===== src/rtl/mux_scan_sequencer_pkg.sv =====
// mux_scan_sequencer_pkg: shared state encoding and channel geometry for the scan sequencer
package mux_scan_sequencer_pkg;
    localparam int NUM_CH = 4;
    localparam int SEL_W  = 2;
    typedef enum logic [1:0] {IDLE, SETTLE, SAMPLE, HOLD} state_t;
endpackage


===== src/rtl/mux_scan_sequencer_if.sv =====
// mux_scan_sequencer_if: control, mux-side and downstream handshake signals of the scan sequencer
interface mux_scan_sequencer_if;
    import mux_scan_sequencer_pkg::*;
    logic             start;
    logic             continuous;
    logic [SEL_W-1:0] sel;
    logic             mux_y;
    logic [NUM_CH-1:0] data;
    logic             valid;
    logic             ready;
    logic             busy;
    logic             start_drop;
    modport master (input start, continuous, mux_y, ready, output sel, data, valid, busy, start_drop);
    modport slave  (output start, continuous, mux_y, ready, input sel, data, valid, busy, start_drop);
endinterface


===== src/rtl/mux_scan_sequencer_settle_timer.sv =====
// settle_timer: loadable down-counter flagging the last settle cycle of a channel
module settle_timer #(
    parameter int SETTLE_CYCLES = 2
) (
    input  logic clk,
    input  logic rst_n,
    input  logic load,
    input  logic dec,
    output logic done
);
    localparam int CW = ($clog2(SETTLE_CYCLES + 1) > 1) ? $clog2(SETTLE_CYCLES + 1) : 1;
    logic [CW-1:0] cnt;
    // reload at each channel start, count down while settling, never below zero
    always_ff @(posedge clk or negedge rst_n)
        if (!rst_n)
            cnt <= '0;
        else if (load)
            cnt <= CW'(SETTLE_CYCLES);
        else if (dec && cnt != '0)
            cnt <= cnt - CW'(1);
    assign done = cnt == CW'(1);
endmodule


===== src/rtl/mux_scan_sequencer.sv =====
// mux_scan_sequencer: steps the 4:1 mux select, samples Y per channel and hands the word downstream
module mux_scan_sequencer
    import mux_scan_sequencer_pkg::*;
#(
    parameter int SETTLE_CYCLES = 2
) (
    input  logic                  clk,
    input  logic                  rst_n,
    mux_scan_sequencer_if.master  bus
);
    localparam state_t FIRST = (SETTLE_CYCLES == 0) ? SAMPLE : SETTLE;
    state_t     state;
    logic [3:1] shadow;
    logic       load;
    logic       done;
    // a fresh settle period begins whenever sel moves to a new channel
    always_comb
        load = (state == IDLE && bus.start) ||
               (state == SAMPLE && bus.sel != 2'd3) ||
               (state == HOLD && bus.ready && bus.continuous);
    settle_timer #(.SETTLE_CYCLES(SETTLE_CYCLES)) u_timer (
        .clk  (clk),
        .rst_n(rst_n),
        .load (load),
        .dec  (state == SETTLE),
        .done (done)
    );
    // scan FSM with registered select, word, handshake and status outputs
    always_ff @(posedge clk or negedge rst_n)
        if (!rst_n) begin
            state          <= IDLE;
            bus.sel        <= '0;
            bus.data       <= '0;
            bus.valid      <= 1'b0;
            bus.busy       <= 1'b0;
            bus.start_drop <= 1'b0;
            shadow         <= '0;
        end else begin
            if (bus.start && state != IDLE)
                bus.start_drop <= 1'b1;
            case (state)
                IDLE:
                    if (bus.start) begin
                        bus.sel  <= '0;
                        bus.busy <= 1'b1;
                        state    <= FIRST;
                    end
                SETTLE:
                    if (done)
                        state <= SAMPLE;
                SAMPLE:
                    if (bus.sel != 2'd3) begin
                        shadow[~bus.sel] <= bus.mux_y;
                        bus.sel          <= bus.sel + 2'd1;
                        state            <= FIRST;
                    end else begin
                        bus.data  <= {shadow, bus.mux_y};
                        bus.valid <= 1'b1;
                        state     <= HOLD;
                    end
                HOLD:
                    if (bus.ready) begin
                        bus.valid <= 1'b0;
                        bus.sel   <= '0;
                        bus.busy  <= bus.continuous;
                        state     <= bus.continuous ? FIRST : IDLE;
                    end
                default: state <= IDLE;
            endcase
        end
endmodule

===== src/flat_wrapper.sv =====
// flat-port wrapper written by rule: the top's interface ports become plain ports
module mux_scan_sequencer_flat import mux_scan_sequencer_pkg::*;
#(
    parameter int SETTLE_CYCLES = 2
)
  (clk, rst_n, bus_start, bus_continuous, bus_mux_y, bus_ready, bus_sel, bus_data, bus_valid, bus_busy, bus_start_drop);
  mux_scan_sequencer_if bus_i ();
  input  logic clk;
  input  logic rst_n;
  input wire logic [$bits(bus_i.start)-1:0] bus_start;
  input wire logic [$bits(bus_i.continuous)-1:0] bus_continuous;
  input wire logic [$bits(bus_i.mux_y)-1:0] bus_mux_y;
  input wire logic [$bits(bus_i.ready)-1:0] bus_ready;
  output wire logic [$bits(bus_i.sel)-1:0] bus_sel;
  output wire logic [$bits(bus_i.data)-1:0] bus_data;
  output wire logic [$bits(bus_i.valid)-1:0] bus_valid;
  output wire logic [$bits(bus_i.busy)-1:0] bus_busy;
  output wire logic [$bits(bus_i.start_drop)-1:0] bus_start_drop;
  assign bus_i.start = bus_start;
  assign bus_i.continuous = bus_continuous;
  assign bus_i.mux_y = bus_mux_y;
  assign bus_i.ready = bus_ready;
  assign bus_sel = bus_i.sel;
  assign bus_data = bus_i.data;
  assign bus_valid = bus_i.valid;
  assign bus_busy = bus_i.busy;
  assign bus_start_drop = bus_i.start_drop;
  mux_scan_sequencer #(.SETTLE_CYCLES(SETTLE_CYCLES)) u_core (.clk(clk), .rst_n(rst_n), .bus(bus_i));
endmodule

===== config.mk =====
export PLATFORM = sky130hd
export DESIGN_NAME = mux_scan_sequencer_flat
export DESIGN_NICKNAME = d
export VERILOG_FILES = /design/src/rtl/mux_scan_sequencer_pkg.sv /design/src/rtl/mux_scan_sequencer_if.sv /design/src/rtl/mux_scan_sequencer_settle_timer.sv /design/src/rtl/mux_scan_sequencer.sv /design/src/flat_wrapper.sv
export SDC_FILE = /design/constraint.sdc
export NUM_CORES = 1
export LEC_CHECK = 0
export BUFFER_PORTS_ARGS = -buffer_cell sky130_fd_sc_hd__buf_2
export CAP_MARGIN = 10
export CORE_MARGIN = 2
export CORE_UTILIZATION = 30
export DETAILED_ROUTE_END_ITERATION = 7
export PLACE_DENSITY = 0.45
export SLEW_MARGIN = 20
export SYNTH_ARGS = -nofsm -noshare
export SYNTH_HDL_FRONTEND = slang
export SYNTH_SLANG_ARGS = --single-unit
export TNS_END_PERCENT = 30

===== constraint.sdc =====
create_clock -name clk -period 4.3 [get_ports clk]
set_input_delay 0.215 -clock clk [delete_from_list [all_inputs] [get_ports clk]]
set_output_delay 0.215 -clock clk [all_outputs]
set_load 0.02 [all_outputs]

==> flow_summary.ini, run 1 <==
[outcome]
outcome = finished clean

[critical_path]
cp_data_required_time_ns = 4.48
rr_endpoint = u_core.shadow[1]$_DFFE_PN0P_
r2r-start = u_core.bus.sel[1]$_DFFE_PN0P_
crit_path_max_fanout = 7
path_class = reg2reg
endpoint_kind = flip-flop
reg2regPathDepth = 4
arrival_ns = 1.73
r2r_setup_slack_ns = 2.74
critPathMaxStageDelay_ns = 0.46
crit_buf_inv = 0
start_kind = flip-flop
critPathSlowestCell = dfrtp_1
path_cells = ha_1 > nor3b_4 > nand2_1 > mux2_1
path_delay_family = flip-flops

[floorplanning]
die_y_um = 57.02
fp.dieW_um = 57.02
initial_core_util_pct = 31.12
die_area_um2 = 3251
boundaryPins = 15
core_region_area_um2 = 2710
num_rows = 19

[sta]
finClkSkew_ns = 0.003840
worst_pin_slew_ns = 0.4918
setup_tns_ns = 0
rsz0062_at_grt = false
setup_viol = 0
hold_viol = 0
fmax_ghz = 0.6419
drv_slew = 0
setup_ws_ns = 2.742
max_slew_margin_pct = 67.21
fin_crit_sh_pct = 36.23
holdWs_ns = 0.1780
post-route-min-period_ns = 1.558

[placed_design]
dp_slack_ns = 2.728
dp_hpwl_um = 1111
port_buffers = 14
dpl_cell_area_um2 = 932.1
gp_congestion = 0.6905

[finish]
n_antenna_cell = 0
utilization_pct = 36.10
fill_cells = 292
layout_common_cells = dfrtp_1 (16), buf_2 (14), nand2_1 (9)
final_area_um2 = 978.4
area_delta_synth_final_pct = 16.02
layout_commonest_cell = dfrtp_1
layout-drive-gt1-share_pct = 26.97
layout.nets = 102

[clock_network]
cts_sinks = 16
cts_hold_buffers = 1
htree_levels = 1
cts_made_buffers = 3
cts_root_buffer = clkbuf_4
clock_latency_ns = 0.29
cts_setup_buffers = 0
cts.repair.resized = 0
cts_max_path_buffers = 2
clk_pin_slew_worst_paths_ns = 0.10
cts_tree = yes

[drt]
vias = 567
route.detailed.drc = 0
first_pass_iters = 2
vias_per_cell = 4.725
first_iter_violations = 8
antenna_left = 0
wl_per_cell_um = 12.60
wl_um = 1512

[yosys]
synth_nets = 85
syn_area_um2 = 843.3
synth.distinct_cells = 28
synth_seq_cells = 16
avgSynthCellArea_um2 = 11.55
yosysSeqAreaShare_pct = 47.48
ys_warn_count = 0
syn_inst = 73

[global_routing]
antenna_found_initial = 0
grt_overflow = 0
grt_pass1_wl_um = 2663
grt_pass1_vias = 578
grt_usage_pct = 10.80
grt_max_degree = 17

[power]
leakage_nw = 0.4782
ir_worst_vdd_mv = 0.2616
power.density_nw_per_um2 = 629.9

[min_path]
hold_end = u_core.bus.data[0]$_DFFE_PN0P_
min_delay_path_depth = 2
hold_path.class = in2reg
hold_start = bus_mux_y

[flow_run]
max-cap-violations = 0
-- how the worst max path moves through the flow --
stage / from / to / slack (ns) / cells after the start
after global placement: u_core.bus.sel[0]$_DFFE_PN0P_ / u_core.shadow[2]$_DFFE_PN0P_ / 2.76 / 4
after global routing: u_core.bus.sel[0]$_DFFE_PN0P_ / u_core.shadow[2]$_DFFE_PN0P_ / 2.63 / 4
final: u_core.bus.sel[1]$_DFFE_PN0P_ / u_core.shadow[1]$_DFFE_PN0P_ / 2.74 / 4
after CTS: u_core.bus.sel[0]$_DFFE_PN0P_ / u_core.shadow[2]$_DFFE_PN0P_ / 2.72 / 4
after floorplan: u_core.bus.sel[0]$_DFFE_PN0P_ / u_core.shadow[1]$_DFFE_PN0P_ / 2.73 / 5
after detailed placement: u_core.bus.sel[0]$_DFFE_PN0P_ / u_core.shadow[2]$_DFFE_PN0P_ / 2.73 / 4
-- layer usage --
metal  global-route usage [%]  vias to the layer above  wire length (um)
met5                        0                        -                 0
met4                    2.990                        0                15
met3                    4.762                        2                98
met2                    16.09                       16               662
met1                    14.33                      265               735
li1                         -                      284                 -
-- cell usage after synthesis (all sizes together) --
| cell type | n | area share, % |
|---|---|---|
| a21o | 1 | 0.89 |
| a21oi | 2 | 1.2 |
| a22o | 1 | 1.0 |
| and3 | 1 | 0.74 |
| buf | 3 | 2.4 |
| dfrtp | 16 | 47 |
| ha | 6 | 8.9 |
| inv | 4 | 1.8 |
| mux2 | 7 | 9.3 |
| mux2i | 1 | 1.2 |
| nand2 | 9 | 4.0 |
| nand2b | 4 | 3.0 |
| nand3b | 1 | 2.4 |
| nand4 | 1 | 0.74 |
| nor2b | 3 | 2.2 |
| nor3 | 1 | 0.59 |
| nor3b | 2 | 3.7 |
| o2111ai | 1 | 1.0 |
| o211ai | 1 | 0.89 |
| o21ai | 3 | 1.8 |
| o21bai | 1 | 0.89 |
| o22a | 1 | 1.0 |
| o22ai | 1 | 0.74 |
| o2bb2ai | 1 | 1.0 |
| xnor2 | 1 | 1.0 |
-- cell type report --
cell class / instances / area (um^2) / area share, %
clock buffer: 4 / 36.28 / 3.708
tap: 31 / 38.79 / 3.964
multi-input combinational: 50 / 407.9 / 41.69
timing repair buffer: 15 / 80.08 / 8.184
inverter: 4 / 15.01 / 1.535
sequential: 16 / 400.4 / 40.92
-- cell families after synthesis --
kind of cell | synth area share, %
multiplexers | 10.53
flip-flops | 47.48
buffers and inverters | 4.153
adder cells (fa/ha/maj) | 8.902
AO/OA/AOI/OAI | 10.54
AND/OR/NAND/NOR | 17.36
XOR/XNOR | 1.039
-- report_power, final --
part	internal [W]	switching [W]	total, W
combinational	0.000122	0.000126	0.000248
clock	0.0000516	0.0000483	0.0000999
sequential	0.000209	0.0000592	0.000268
total	0.000382	0.000234	0.000616
-- flip-flops by register name (all words and copies together), names as in the netlist --
signal                 cells
u_core.bus.data            4
u_core.shadow              3
u_core.bus.sel             2
u_core.state               2
u_core.u_timer.cnt         2
u_core.bus.busy            1
u_core.bus.start_drop      1
u_core.bus.valid           1
-- worst reg2reg max path, delay by kind of cell (launching register included) --
family | cells | cell delay [ns]
adder cells (fa/ha/maj) | 1 | 0.33
AND/OR/NAND/NOR | 2 | 0.36
multiplexers | 1 | 0.31
flip-flops | 1 | 0.46
-- metrics by stage --
step | instances | total power [W]
6_report | 120 | 0.0006163
5_1_grt | 120 | 0.0006737
4_1_cts | 120 | 0.0006299
3_5_place_dp | 115 | 0.0005248
3_3_place_gp | 115 | 0.0005217
2_1_floorplan | 73 | 0.0004581
Power figures use the tool's default switching activity.
==> run 2: changes to the inputs <==
--- a/config.mk
+++ b/config.mk
@@ -5,12 +5,13 @@
 export SDC_FILE = /design/constraint.sdc
 export NUM_CORES = 1
 export LEC_CHECK = 0
+export ABC_AREA = 1
 export BUFFER_PORTS_ARGS = -buffer_cell sky130_fd_sc_hd__buf_2
 export CAP_MARGIN = 10
 export CORE_MARGIN = 2
 export CORE_UTILIZATION = 30
 export DETAILED_ROUTE_END_ITERATION = 7
-export PLACE_DENSITY = 0.45
+export PLACE_DENSITY = 0.47
 export SLEW_MARGIN = 20
 export SYNTH_ARGS = -nofsm -noshare
 export SYNTH_HDL_FRONTEND = slang
==> constraint.sdc (replaced) <==
create_clock -name clk -period 1.35 [get_ports clk]
set_input_delay 0.0675 -clock clk [delete_from_list [all_inputs] [get_ports clk]]
set_output_delay 0.0675 -clock clk [all_outputs]
set_load 0.02 [all_outputs]
==> flow_summary.ini, run 2 <==
[outcome]
outcome = finished clean

[yosys]
ys_async_sr_fraction_pct = 100.0
synth.distinct_cells = 16
synth_most_common_cell = nand2_1
syn_inst = 99
yosysTopAreaCell = dfrtp_1
netlist.area_leader.share_pct = 48.41
synth_nets = 111
ys_top_cells_by_count = nand2_1 (28), dfrtp_1 (16), inv_1 (15)
avgSynthCellArea_um2 = 8.354
synthTopCellsByArea = dfrtp_1 (48%), nand2_1 (13%), ha_1 (9.1%), o21ai_0 (7.3%), inv_1 (6.8%)
syn_area_um2 = 827.0
synth_seq_cells = 16
synth_flop_cell = dfrtp_1
ys_warn_count = 0
synth_edf_count = 0
yosysSeqAreaShare_pct = 48.41

[floorplanning]
die_area_um2 = 3193
fp.dieW_um = 56.51
boundaryPins = 15
core_region_area_um2 = 2686
die_y_um = 56.51
num_rows = 19
initial_core_util_pct = 30.79

[sta]
worst_pin_slew_ns = 0.3760
fin_crit_sh_pct = 90.75
rsz0062_at_grt = false
setup_tns_ns = 0
finClkSkew_ns = 0.002236
max_slew_margin_pct = 74.94
fmax_ghz = 0.8162
post-route-min-period_ns = 1.225
hold_viol = 0
setup_viol = 0
drv_slew = 0

[drt]
first_iter_violations = 13
vias = 653
antenna_left = 0
wl_um = 1548
wl_per_cell_um = 10.25
route.detailed.drc = 0
vias_per_cell = 4.325
first_pass_iters = 4

[critical_path]
arrival_ns = 1.41
start_kind = flip-flop
cpMostUsedCell = nand2_1
critPathMaxStageDelay_ns = 0.40
critPathSlowestCell = dfrtp_1
crit_path_max_fanout = 3
endpoint_kind = flip-flop
cp_data_required_time_ns = 1.53
path_class = reg2reg
path_cells = ha_1 > nand3b_1 > inv_2 > nand2_1 > nand2_1 > o21ai_0

[clock_network]
cts_made_buffers = 3
clock_latency_ns = 0.29
cts_root_buffer = clkbuf_4
clk_pin_slew_worst_paths_ns = 0.10
htree_levels = 1
cts_setup_buffers = 0
cts_max_path_buffers = 2
cts_sinks = 16
cts_tree = yes

[finish]
reg_top3 = u_core.bus.data (4), u_core.shadow (3)
layout_common_cells = nand2_1 (28), dfrtp_1 (16), inv_1 (14), buf_2 (14), o21ai_0 (12)
fill_cells = 297
largest_reg_flops = 4
area_delta_synth_final_pct = 20.88
utilization_pct = 37.21
layout_commonest_cell = nand2_1
layout-drive-gt1-share_pct = 23.33
top_register = u_core.bus.data
regArea_um2 = 400.4
n_antenna_cell = 0
multi_input_area_um2 = 361.6
layout.nets = 133

[placed_design]
dp_hpwl_um = 1186
gp_congestion = 0.7282
port_buffers = 14

[power]
seqPwrFrac_pct = 41.3
leakage_nw = 0.5586
p_switching_w = 0.0007850
p_int_w = 0.001084
p_comb_share_pct = 41.1
switching_share_pct = 42.01
power.density_nw_per_um2 = 1869
ir_worst_vdd_mv = 0.7774
power_frac_clock_pct = 17.6

[global_routing]
antenna_found_initial = 0
grt_overflow = 0
grt_max_degree = 17
grt_pass1_vias = 612
grt_usage_pct = 11.12
grt_pass1_wl_um = 2725

[flow_run]
max-cap-violations = 0

[min_path]
hold_path.class = in2reg
-- run 2: cell count changes after synthesis, moves of 5 or more --
| cell | change |
|---|---|
| nor2_1 | +6 |
| nand2_1 | +19 |
| o21ai_0 | +9 |
| nand3_1 | +5 |
| inv_1 | +11 |
-- run 2: repair_timing --
| action | CTS | global route |
|---|---|---|
| endpoints found under the hold margin | 16 | 0 |
| hold buffers | 1 | 0 |
| setup endpoints to repair | 0 | 2 |
| resized for setup | 0 | 2 |
-- run 2: layout make-up --
cell class              instances  share of cell area (%)
multi-input cells              66                   36.17
flip-flops and latches         16                   40.05
inverters                      16                   6.008
repair buffers                 18                   10.26
clock buffers                   4                   3.630
well taps                      31                   3.880
-- run 2: worst paths after layout --
kind / start / end / slack (ns) / cells past startpoint
worst max-delay path: u_core.bus.sel[0]$_DFFE_PN0P_ / u_core.shadow[3]$_DFFE_PN0P_ / 0.12 / 6
worst min-delay path: bus_continuous / u_core.bus.busy$_DFFE_PN0P_ / 0.04 / 3
worst max register to register: u_core.bus.sel[0]$_DFFE_PN0P_ / u_core.shadow[3]$_DFFE_PN0P_ / 0.12 / 6
worst min register to register: u_core.bus.start_drop$_DFFE_PN0P_ / u_core.bus.start_drop$_DFFE_PN0P_ / 0.48 / 1
max in group asynchronous: rst_n / u_core.bus.data[2]$_DFFE_PN0P_ / 0.87 / 2
min in group asynchronous: rst_n / u_core.bus.sel[1]$_DFFE_PN0P_ / 0.21 / 2
-- run 2: routing by layer --
metal | share of wire, % | global-route usage (%) | wire length [um]
met5 | 0 | 0 | 0
met4 | 1.1 | 6.122 | 17
met3 | 3.0 | 2.074 | 47
met2 | 45 | 16.28 | 695
met1 | 51 | 15.34 | 787
-- run 2: logic make-up after synthesis --
| logic type | synth area share [%] |
|---|---|
| AOI/OAI and AO/OA | 9.683 |
| adders and majority gates | 9.077 |
| buffers and inverters | 8.169 |
| DFF | 48.41 |
| and+or+nand+nor | 24.66 |
-- run 2: worst max-delay path: cells and delay by family (launching register included) --
family	cells	cell delay, ns
flip-flops	1	0.40
buffers and inverters	1	0.09
AO/OA/AOI/OAI	1	0.07
adder cells (fa/ha/maj)	1	0.24
AND/OR/NAND/NOR	3	0.33
-- run 2: power by group through the flow --
stage | logic (W) | clock network [W] | registers [W]
finish | 0.000768 | 0.000330 | 0.000771
CTS | 0.000771 | 0.000340 | 0.000773
global placement | 0.000757 | 0 | 0.000777
global route | 0.000906 | 0.000358 | 0.000795
floorplan | 0.000523 | 0 | 0.000816
detailed placement | 0.000765 | 0 | 0.000784
-- run 2: per-stage QoR --
stage | total power (W) | cells | setup WS, ns | hold slack [ns] | cell area, um^2
3_3_place_gp | 0.001534 | 146 | 0.1570 | 0.01149 | 950.9
4_1_cts | 0.001884 | 151 | 0.1029 | 0.03020 | 997.2
3_5_place_dp | 0.001548 | 146 | 0.1223 | 0.009470 | 950.9
6_report | 0.001868 | 151 | 0.1249 | 0.04192 | 999.7
2_1_floorplan | 0.001339 | 99 | 0.05883 | -0.2281 | 827.0
5_1_grt | 0.002058 | 151 | 0.01176 | 0.05495 | 999.7
==> run 3: changes to the inputs <==
--- a/config.mk
+++ b/config.mk
@@ -12,6 +12,7 @@
 export CORE_UTILIZATION = 30
 export DETAILED_ROUTE_END_ITERATION = 7
 export PLACE_DENSITY = 0.47
+export REMOVE_ABC_BUFFERS = 1
 export SLEW_MARGIN = 20
 export SYNTH_ARGS = -nofsm -noshare
 export SYNTH_HDL_FRONTEND = slang
==> flow_summary.ini, run 3 (synthesized netlist as in run 2, its figures left out) <==
[floorplanning]
num_rows = 19
die_y_um = 56.51
boundaryPins = 15
fp.dieW_um = 56.51
initial_core_util_pct = 30.79
core_region_area_um2 = 2686
die_area_um2 = 3193

[drt]
antenna_left = 0
first_iter_violations = 15
vias = 648
wl_um = 1497
first_pass_iters = 4
route.detailed.drc = 0
vias_per_cell = 4.291
wl_per_cell_um = 9.914

[placed_design]
gp_congestion = 0.7183
dpl_cell_area_um2 = 943.4
dp_hpwl_um = 1181
numPlacedInstances = 145
port_buffers = 14

[critical_path]
critPathMaxStageDelay_ns = 0.40
path_cells = ha_1 > nand3b_1 > inv_2 > nand2_1 > nand2_1 > o21ai_0
cp_data_required_time_ns = 1.53
r2r-start = u_core.bus.sel[1]$_DFFE_PN0P_
endpoint_kind = flip-flop
crit_start = u_core.bus.sel[1]$_DFFE_PN0P_
reg2regPathDepth = 6
crit_path_max_fanout = 3
critPathSlowestCell = dfrtp_1
start_kind = flip-flop
path_class = reg2reg
arrival_ns = 1.39
cpMostUsedCell = nand2_1

[outcome]
outcome = finished clean

[sta]
max_slew_margin_pct = 75.85
fin_crit_sh_pct = 89.66
setup_tns_ns = 0
hold_viol = 0
finClkSkew_ns = 0.005173
rsz0062_at_grt = false
setup_viol = 0
post-route-min-period_ns = 1.210
drv_slew = 0
worst_pin_slew_ns = 0.3623
fmax_ghz = 0.8261

[clock_network]
clk_pin_slew_worst_paths_ns = 0.10
cts_tree = yes
cts_max_path_buffers = 2
clock_latency_ns = 0.29
cts_made_buffers = 3
cts_sinks = 16
htree_levels = 1
cts_root_buffer = clkbuf_4

[power]
power_w = 0.001855
seqPwrFrac_pct = 41.4
power_frac_clock_pct = 17.5
power.density_nw_per_um2 = 1860
switching_share_pct = 41.60
p_comb_share_pct = 41.1
ir_worst_vdd_mv = 0.7287
p_int_w = 0.001083
p_switching_w = 0.0007715
leakage_nw = 0.5586

[global_routing]
grt_usage_pct = 11.18
grt_max_degree = 17
grt_overflow = 0
grt_pass1_vias = 624
antenna_found_initial = 0
grt_pass1_wl_um = 2794

[finish]
layout_commonest_cell = nand2_1
utilization_pct = 37.12
fill_cells = 297
multi_input_area_um2 = 359.1
regArea_um2 = 400.4
fin_cells = 151
reg_top3 = u_core.bus.data (4), u_core.shadow (3)
top_register = u_core.bus.data
n_antenna_cell = 0
layout-drive-gt1-share_pct = 22.50
largest_reg_flops = 4
area_delta_synth_final_pct = 20.57
layout.nets = 133
final_area_um2 = 997.2
layout_common_cells = nand2_1 (28), dfrtp_1 (16), inv_1 (14), buf_2 (14), o21ai_0 (12)

[min_path]
hold_path.class = in2reg
hold_start = bus_continuous
min_delay_path_depth = 3

[flow_run]
max-cap-violations = 0
## run 3: cell count changes in the layout (fill, tap and decap cells not counted)
cell    before  now
nor2_1       5    6
nor2_2       2    1
## run 3: per-layer routing
metal  track usage, %  up-vias  wire length (um)
li1                 -      351                 -
met1            16.09      289               756
met2            16.11        6               682
met3            2.074        2                47
met4            5.102        0                10
met5                0        -                 0
## run 3: final timing paths
| path | end | slack [ns] |
|---|---|---|
| worst max-delay path | u_core.shadow[2]$_DFFE_PN0P_ | 0.14 |
| worst min-delay path | u_core.bus.busy$_DFFE_PN0P_ | 0.04 |
| worst max register to register | u_core.shadow[2]$_DFFE_PN0P_ | 0.14 |
| worst min register to register | u_core.bus.valid$_DFFE_PN0P_ | 0.48 |
| max in group asynchronous | u_core.bus.valid$_DFFE_PN0P_ | 0.87 |
| min in group asynchronous | u_core.bus.sel[1]$_DFFE_PN0P_ | 0.21 |
## run 3: metrics by stage
stage / setup slack, ns / hold WS, ns
3_3_place_gp: 0.1293 / 0.01355
6_report: 0.1396 / 0.03909
3_5_place_dp: 0.08572 / 0.01122
4_1_cts: 0.06875 / 0.03213
5_1_grt: 0.004003 / 0.05709
2_1_floorplan: 0.05436 / -0.2281
## run 3: area by class of cell
class                      instances  share of cell area (%)
clock buffer                       4                   3.639
sequential                        16                   40.15
tap                               31                   3.890
timing repair buffer              18                   10.29
inverter                          16                   6.023
multi-input combinational         66                   36.01
## run 3: critical path: cells and delay by family (launching register included)
| kind | cells | cell delay, ns |
|---|---|---|
| buffers and inverters | 1 | 0.09 |
| adders and majority gates | 1 | 0.22 |
| DFF | 1 | 0.40 |
| AOI/OAI and AO/OA | 1 | 0.07 |
| and+or+nand+nor | 3 | 0.32 |
## run 3: timing repair
item	4_1_cts	5_1_grt
hold buffers	1	0
buffers inserted	0	1
gates resized for setup	0	1
hold endpoints to repair	16	0
setup endpoints to repair	0	3
## run 3: power groups by stage
stage               combinational (W)  clock [W]  sequential (W)
floorplan                    0.000483          0        0.000838
global placement             0.000747          0        0.000779
detailed placement           0.000758          0        0.000784
CTS                          0.000767   0.000340        0.000774
global route                 0.000905   0.000361        0.000799
finish                       0.000762   0.000325        0.000768
